--- src/rtl/core_ctrl.sv ---
// core_ctrl: multi-cycle sequencer for the single-issue core.
//
// It owns the program counter and steps every instruction through
// FETCH -> DECODE -> EXEC -> (MEM) -> WB. EOF, an illegal opcode or an ALU
// overflow diverts the instruction from EXEC to HALT_PEND, then to HALT.
//
// Ports
//   i_clk, i_rst_n   clock, asynchronous active-low reset
//   i_i_inst         instruction word from instruction memory
//   i_alu_ovf        ALU overflow / bad data address, sampled in EXEC
//   i_alu_zero       ALU operands equal, sampled in EXEC
//   o_i_addr         current PC (instruction address)
//   o_inst           latched instruction register for the decoder
//   o_inst_valid     high in DECODE
//   o_alu_en         high in EXEC
//   o_d_re / o_d_we  data read / write strobes, held for all of MEM
//   o_rf_we          register-file write pulse in WB
//   o_rf_wsel        write-back source: 0 ALU result, 1 memory read data
//   o_status         0 R_TYPE_OK, 1 I_TYPE_OK, 2 OVERFLOW, 3 END
//   o_status_valid   one-cycle pulse per retired instruction
//   o_halt           high in HALT
//   o_state          debug view of the sequencer state
//
// There are no valid/ready handshakes on this block: every strobe is a level
// decoded from registered state, and the memories are assumed to honour the
// fixed IMEM_LAT / DMEM_LAT latencies. No input reaches an output without
// passing through a register.
module core_ctrl #(
  parameter int ADDR_W   = 32,
  parameter int IMEM_LAT = 1,
  parameter int DMEM_LAT = 1
) (
  input  logic              i_clk,
  input  logic              i_rst_n,
  input  logic [31:0]       i_i_inst,
  input  logic              i_alu_ovf,
  input  logic              i_alu_zero,
  output logic [ADDR_W-1:0] o_i_addr,
  output logic [31:0]       o_inst,
  output logic              o_inst_valid,
  output logic              o_alu_en,
  output logic              o_d_re,
  output logic              o_d_we,
  output logic              o_rf_we,
  output logic              o_rf_wsel,
  output logic [1:0]        o_status,
  output logic              o_status_valid,
  output logic              o_halt,
  output logic [2:0]        o_state
);

  typedef enum logic [2:0] {
    S_IDLE      = 3'd0,
    S_FETCH     = 3'd1,
    S_DECODE    = 3'd2,
    S_EXEC      = 3'd3,
    S_MEM       = 3'd4,
    S_WB        = 3'd5,
    S_HALT_PEND = 3'd6,
    S_HALT      = 3'd7
  } state_t;

  localparam int LAT_MAX = (IMEM_LAT > DMEM_LAT) ? IMEM_LAT : DMEM_LAT;
  localparam int CNT_W   = $clog2(LAT_MAX + 1);
  localparam logic [CNT_W-1:0] FETCH_LAST = CNT_W'(IMEM_LAT - 1);
  localparam logic [CNT_W-1:0] MEM_LAST   = CNT_W'(DMEM_LAT - 1);

  state_t              state_q, state_d;
  logic [CNT_W-1:0]    lat_q;
  logic [ADDR_W-1:0]   pc_q;
  logic [31:0]         inst_q;
  logic                zero_q;

  // ---------------------------------------------------------------------
  // Opcode classification from the instruction register
  // ---------------------------------------------------------------------
  logic [5:0] opcode;
  logic       is_r, is_addi, is_lw, is_sw, is_beq, is_bne, is_eof, is_illegal;
  logic       is_branch, is_mem, writes_rf, taken;
  logic [ADDR_W-1:0] imm_sext;

  assign opcode = inst_q[31:26];

  always_comb begin
    is_r    = 1'b0;
    is_addi = 1'b0;
    is_lw   = 1'b0;
    is_sw   = 1'b0;
    is_beq  = 1'b0;
    is_bne  = 1'b0;
    is_eof  = 1'b0;
    case (opcode)
      6'd0, 6'd1, 6'd2, 6'd3, 6'd7, 6'd8,
      6'd9, 6'd12, 6'd13, 6'd14:          is_r    = 1'b1;
      6'd4:                               is_addi = 1'b1;
      6'd5:                               is_lw   = 1'b1;
      6'd6:                               is_sw   = 1'b1;
      6'd10:                              is_beq  = 1'b1;
      6'd11:                              is_bne  = 1'b1;
      6'd15:                              is_eof  = 1'b1;
      default: ;
    endcase
  end

  // Opcodes 0..15 are all defined; anything with a bit set above that is illegal.
  assign is_illegal = (opcode[5:4] != 2'b00);
  assign is_branch  = is_beq | is_bne;
  assign is_mem     = is_lw | is_sw;
  assign writes_rf  = is_r | is_addi | is_lw;
  assign taken      = (is_beq & zero_q) | (is_bne & ~zero_q);
  assign imm_sext   = {{(ADDR_W-16){inst_q[15]}}, inst_q[15:0]};

  logic fetch_done, mem_done;
  assign fetch_done = (state_q == S_FETCH) && (lat_q == FETCH_LAST);
  assign mem_done   = (state_q == S_MEM)   && (lat_q == MEM_LAST);

  // ---------------------------------------------------------------------
  // State register
  // ---------------------------------------------------------------------
  always_ff @(posedge i_clk or negedge i_rst_n) begin
    if (!i_rst_n) state_q <= S_IDLE;
    else          state_q <= state_d;
  end

  // ---------------------------------------------------------------------
  // Next-state logic
  // ---------------------------------------------------------------------
  always_comb begin
    state_d = state_q;
    case (state_q)
      S_IDLE:   state_d = S_FETCH;
      S_FETCH:  if (fetch_done) state_d = S_DECODE;
      S_DECODE: state_d = S_EXEC;
      S_EXEC: begin
        // Branches only compare, so an overflow flag on them is ignored.
        if (is_eof || is_illegal || (i_alu_ovf && !is_branch))
          state_d = S_HALT_PEND;
        else if (is_mem)
          state_d = S_MEM;
        else
          state_d = S_WB;
      end
      S_MEM:       if (mem_done) state_d = S_WB;
      S_WB:        state_d = S_FETCH;
      S_HALT_PEND: state_d = S_HALT;
      S_HALT:      state_d = S_HALT;
      default:     state_d = S_IDLE;
    endcase
  end

  // ---------------------------------------------------------------------
  // Datapath registers: latency counter, PC, instruction, zero flag
  // ---------------------------------------------------------------------
  always_ff @(posedge i_clk or negedge i_rst_n) begin
    if (!i_rst_n) begin
      lat_q  <= '0;
      pc_q   <= '0;
      inst_q <= '0;
      zero_q <= 1'b0;
    end else begin
      // The counter is zero on entry to FETCH/MEM because every other state
      // clears it.
      if ((state_q == S_FETCH && !fetch_done) || (state_q == S_MEM && !mem_done))
        lat_q <= lat_q + 1'b1;
      else
        lat_q <= '0;

      if (fetch_done)
        inst_q <= i_i_inst;

      if (state_q == S_EXEC)
        zero_q <= i_alu_zero;

      // Modulo-2^ADDR_W arithmetic: wrap-around is intentional.
      if (state_q == S_WB)
        pc_q <= pc_q + ADDR_W'(4) + (taken ? imm_sext : '0);
    end
  end

  // ---------------------------------------------------------------------
  // Outputs, decoded from registered state only
  // ---------------------------------------------------------------------
  always_comb begin
    o_inst_valid   = (state_q == S_DECODE);
    o_alu_en       = (state_q == S_EXEC);
    o_d_re         = (state_q == S_MEM) && is_lw;
    o_d_we         = (state_q == S_MEM) && is_sw;
    o_rf_we        = (state_q == S_WB) && writes_rf;
    o_rf_wsel      = (state_q == S_WB) && is_lw;
    o_status_valid = (state_q == S_WB) || (state_q == S_HALT_PEND);
    o_halt         = (state_q == S_HALT);
    o_status       = 2'd0;
    if (state_q == S_WB)
      o_status = is_r ? 2'd0 : 2'd1;
    else if (state_q == S_HALT_PEND)
      o_status = is_eof ? 2'd3 : 2'd2;
  end

  assign o_i_addr = pc_q;
  assign o_inst   = inst_q;
  assign o_state  = state_q;

endmodule

--- config.mk ---
export PLATFORM = sky130hd
export DESIGN_NAME = core_ctrl
export DESIGN_NICKNAME = d
export VERILOG_FILES = /design/src/rtl/core_ctrl.sv
export SDC_FILE = /design/constraint.sdc
export NUM_CORES = 1
export LEC_CHECK = 0
export CAP_MARGIN = 20
export CORE_ASPECT_RATIO = 1.75
export CORE_MARGIN = 2
export CORE_UTILIZATION = 35
export DETAILED_ROUTE_END_ITERATION = 12
export PLACE_DENSITY = 0.62
export SLEW_MARGIN = 20
export SYNTH_ARGS = -nofsm -noshare
export SYNTH_HDL_FRONTEND = slang
export SYNTH_SLANG_ARGS = --single-unit
--- constraint.sdc ---
create_clock -name i_clk -period 4.8 [get_ports i_clk]
set_clock_uncertainty 0.2 [all_clocks]
set_input_delay 0.72 -clock i_clk [delete_from_list [all_inputs] [get_ports i_clk]]
set_output_delay 0.72 -clock i_clk [all_outputs]
set_load 0.01 [all_outputs]
* Yosys cells after proc, flatten, opt, wreduce, memory -nomap -nowiden
Index checks and enable logic that the tools add are counted.
Operators by class: add/sub/neg operators 3, equality and inequality tests 24, multiplexer cells 18, bitwise operators 9, reduce and logical (&&, ||, !) cells 23
Operators with widths (count):
- $eq A6 B4 Y1 const B | 8
- $add A32 B3 Y32 const B | 1
- $add A32 B32 Y32 | 1
- $mux W32 | 1
- $eq A6 B3 Y1 const B | 4
- $pmux W3 S6 | 1
- $eq A3 B3 Y1 const B | 4
- $eq A6 B2 Y1 const B | 2
- $mux W1 | 11
- $reduce_or A10 Y1 | 1
- $logic_and A1 B1 Y1 | 9
- $eq A3 B2 Y1 const B | 2
- $eq A6 B1 Y1 const B | 1
- $logic_not A6 Y1 | 1
- $mux W2 | 3
- $mux W3 | 2
- $or A1 B1 Y1 | 5
- $logic_or A1 B1 Y1 | 4
- $ne A2 B2 Y1 const B | 2
- $reduce_or A2 Y1 | 2
- $eq A3 B1 Y1 const B | 1
- $logic_not A1 Y1 | 3
- $logic_not A3 Y1 | 1
- $and A1 B1 Y1 | 2
- other kinds (4) | 5
Storage, ports and cells: register bits 69, bits of input ports 36, output and inout port bits 77, logic and storage cells 82

* Depth between registers and ports, before layout
depth in word-level cells 8, mapped depth 16, gate-level depth less buffers 13

* Worst setup path after synthesis
OpenSTA, ideal clock, no wires.
kind flip-flop to flip-flop, start point reg inst_q[26] (netlist: o_inst[26]), end point reg pc_q[21] (netlist: o_i_addr[21]), setup time 0.134 ns, arrival 3.416 ns, data required time 4.466 ns, path slack 1.050 ns, stages on the path, launching flop included 16, buffers on the path 2, period minus slack after synthesis 3.750 ns, cell sequence dfrtp_1 -> buf_2 -> xor2_1 -> and3_1 -> clkbuf_1 -> and2_1 -> ha_1 -> ha_1 -> fa_1 -> a211oi_1 -> nor2_1 -> o22ai_2 -> nand4_1 -> a221oi_2 -> xor2_1 -> o21ai_0
Between the ends: longest elaborated chain between the ends 6, elaborated cells on any way between the ends 9, classes of those cells add/sub: 1; eq/ne: 2; mux: 3; bitwise: 3
Ends and longest elaborated chain:
- from (decl) | RTL line 71 | logic [31:0] inst_q;
- from (signal assigned) | RTL line 169 | inst_q <= i_i_inst;
- $eq A6 B4 Y1 | RTL line 92 | case (opcode)
- $mux W1 | RTL line 92
- $and A1 B1 Y1 | RTL line 110 | assign taken = (is_beq & zero_q) | (is_bne & ~zero_q);
- $or A1 B1 Y1 (*) | RTL line 110
- $mux W32 (*) | RTL line 176 | pc_q <= pc_q + ADDR_W'(4) + (taken ? imm_sext : '0);
- $add A32 B32 Y32 (*) | RTL line 176
- to (signal assigned) | RTL line 176
- to (decl) | RTL line 70 | logic [ADDR_W-1:0] pc_q;
Every way passes the cells marked *; elsewhere a longest branch is shown, timed or not. A chain may end at the register's enable or synchronous reset.

* Worst setup path in the final report
start point reg inst_q[27] (netlist: o_inst[27]), end point reg pc_q[22] (netlist: o_i_addr[22])
The elaborated chain is that of the path after synthesis.

==> results.yml <==
status:
  outcome: "completed"
sta:
  hold_violations: 0
  layout_setup_ws_ns: 0.762
  worstMarginPinSlew_ns: 0.590
  maxSlewViolCount: 0
  slew-limit-headroom: 0.607
  finalCriticalPeriod_ns: 4.04
  max_freq_mhz: 248
  finalSetupTns_ns: 0
  rsz0062_at_grt: "no"
  final.period_utilization: 0.841
  setup_violations: 0
drt:
  viasPerCell: 5.48
  drc: 0
  wirelength_um: 14700
  firstDrtPassIters: 4
  vias: 4625
  drt-initial-drc-count: 220
  ant_nets: 0
  wl_per_cell_um: 17.4
job:
  max-cap-violations: 0
power:
  p_leak_nw: 2.95
  finalPower_mw: 3.40
  ir_drop_v: 0.000257
  power_density_nw_per_um2: 508
cells_and_area:
  fill_cells: 1417
  diodes: 0
  nets: 741
  syn_to_final_growth_pct: 29.5
  drive_above_1_share: 0.102
  stdcell_count: 844
  final_cell_mix: "clkdlybuf4s50_1, dfrtp_1, nand2_1"
  layout_commonest_cell: "clkdlybuf4s50_1"
clock_tree:
  clockRootBuffer: "clkbuf_16"
  clk_latency_ns: 0.34
  numCtsBuffers: 9
  cts_setup_buffers: 0
  cts_buffer_depth: 2
  cts_resized: 0
  cts_tree: "done"
  clk_pin_slew_ns: 0.07
  numClockSinks: 69
  htreeDepth: 3
  ctsHoldBuffers: 0
synth:
  synth_nets: 644
  syn_area_per_cell_um2: 9.19
  synth_top_area_share: 0.334
  synth_top_cell_by_area: "dfrtp_1"
  synth_edf_count: 0
  synth_seq_cells: 69
  netlist_area_um2: 5160
  yosys_warnings: 0
  yosysSeqAreaShare: 0.334
  synth.area.top_cells: "dfrtp_1, ha_1, mux2_2"
  synth_cell_types: 62
  async_flop_share: 1.00
  synth-main-ff-cell: "dfrtp_1"
  syn_inst: 562
worst_setup_path:
  critPathCaptureType: "flip-flop"
  worstPathRequired_ns: 4.80
  crit_chain: "and4bb_2 -> and3_1 -> buf_4 -> and2_1 -> ha_1 -> ha_1 -> o21ai_0 -> o21ai_0 -> nand4_1 -> and2_1 -> a21oi_1 -> xnor2_1 -> o21ai_0"
  worst-path-max-fanout: 28
  cp_slowest_cell: "dfrtp_1"
  reg2reg_slack_ns: 0.76
  slowest_delay_ns: 0.48
  arrival_ns: 4.04
  crit_path_frequent_cell: "o21ai_0"
  crit_family: "simple AND/OR/NAND/NOR gates"
  crit_buf_inv: 1
  worstSetupStartpointType: "flip-flop"
  path_class: "flip-flop to flip-flop"
placement:
  gp_congestion: 0.871
  io_buffers: 112
  dp_hpwl_um: 11300
  post-place-cells: 828
  dpl_worst_slack_ns: 0.773
floorplanning:
  die_h_um: 165
  design.core.area_um2: 14400
  die_x_um: 95.8
  initial_core_util: 0.359
  die_area_um2: 15800
  ios: 113
  num_rows: 58
global_routing:
  grt_pass1_wl_um: 23800
  gr-total-overflow: 0
  grt_start_max_net_pins: 62
  grt_pass1_vias: 4761
  grt_usage: 0.194
  antenna_found_initial: 0
min_path:
  hold_path.class: "primary input to asynchronous set/reset pin"
path summary, 6_finish.rpt:
kind | start | to | cells after the start
setup / recovery | o_inst[27]$_DFFE_PN0P_ | o_i_addr[22]$_DFFE_PN0P_ | 13
hold / removal | i_rst_n | o_inst[0]$_DFFE_PN0P_ | 1
setup reg to reg | o_inst[27]$_DFFE_PN0P_ | o_i_addr[22]$_DFFE_PN0P_ | 13
hold reg to reg | o_i_addr[31]$_DFFE_PN0P_ | o_i_addr[31]$_DFFE_PN0P_ | 1
max in group asynchronous | i_rst_n | o_i_addr[18]$_DFFE_PN0P_ | 2
min in group i_clk | o_i_addr[31]$_DFFE_PN0P_ | o_i_addr[31]$_DFFE_PN0P_ | 1
flip-flops by register name, indices dropped and copies added, names as in the netlist, named ones only:
register	cells
o_inst	32
lat_q	1
o_state	2
o_i_addr	32
zero_q	1
power breakdown:
part,internal [mW],switching (mW)
Clock,0.369,0.301
Combinational,0.860,0.795
Sequential,0.814,0.260
Total,2.04,1.36
cell families (layout without fill, tap and decap cells):
| kind of cell | Yosys count | after routing | share of synthesized area |
|---|---|---|---|
| AOI/OAI and AO/OA | 142 | 142 | 0.184 |
| xor gates and xnor gates | 36 | 36 | 0.0611 |
| buffers and inverters | 47 | 149 | 0.0436 |
| adders and majority gates | 46 | 46 | 0.113 |
| and+or+nand+nor | 188 | 188 | 0.191 |
| other | 1 | 1 | 0.000726 |
| muxes | 33 | 33 | 0.0715 |
| DFF | 69 | 69 | 0.334 |
routing by layer:
metal  vias up  share of wire  track usage
met5         -              0            0
met4         0          0.041        0.100
met3        29          0.025       0.0251
met2       102           0.56        0.368
met1      2248           0.37        0.201
li1       2246              -            -
cell usage after synthesis, drive strengths merged, types with 3 or more instances:
library cell  count
o31ai             3
ha               45
inv              15
buf              14
nor4b             3
o211ai            4
nand2            55
dfrtp            69
a31oi             4
clkbuf           18
and2             18
or4               3
xnor2            28
nor2             29
a221oi            3
nand3            17
xor2              8
o2111ai           6
o21bai            9
and3             21
o21a              4
nor3b             5
a211oi           12
o21ai            37
a21o             15
a21oi            30
nand4            13
nor3              9
or3               4
nand3b            3
mux2             31
area by class of cell:
type / count / area (um2) / area share
Multi-Input combinational cell: 446 / 3220 / 0.481
Sequential cell: 69 / 1730 / 0.258
Tap cell: 180 / 225 / 0.0337
Clock inverter: 7 / 75.1 / 0.0112
Clock buffer: 9 / 225 / 0.0337
Timing Repair Buffer: 118 / 1160 / 0.174
Inverter: 15 / 56.3 / 0.00842
through the flow:
stage,utilization,hold slack [ns],instance area [um2]
3_5_place_dp,0.444,0.274,6380
3_3_place_gp,0.444,0.279,6380
6_report,0.465,0.161,6690
2_1_floorplan,-,0.224,5160
5_1_grt,0.465,0.217,6690
4_1_cts,0.465,0.283,6690
Note: power is estimated with default switching activity, not from simulation.
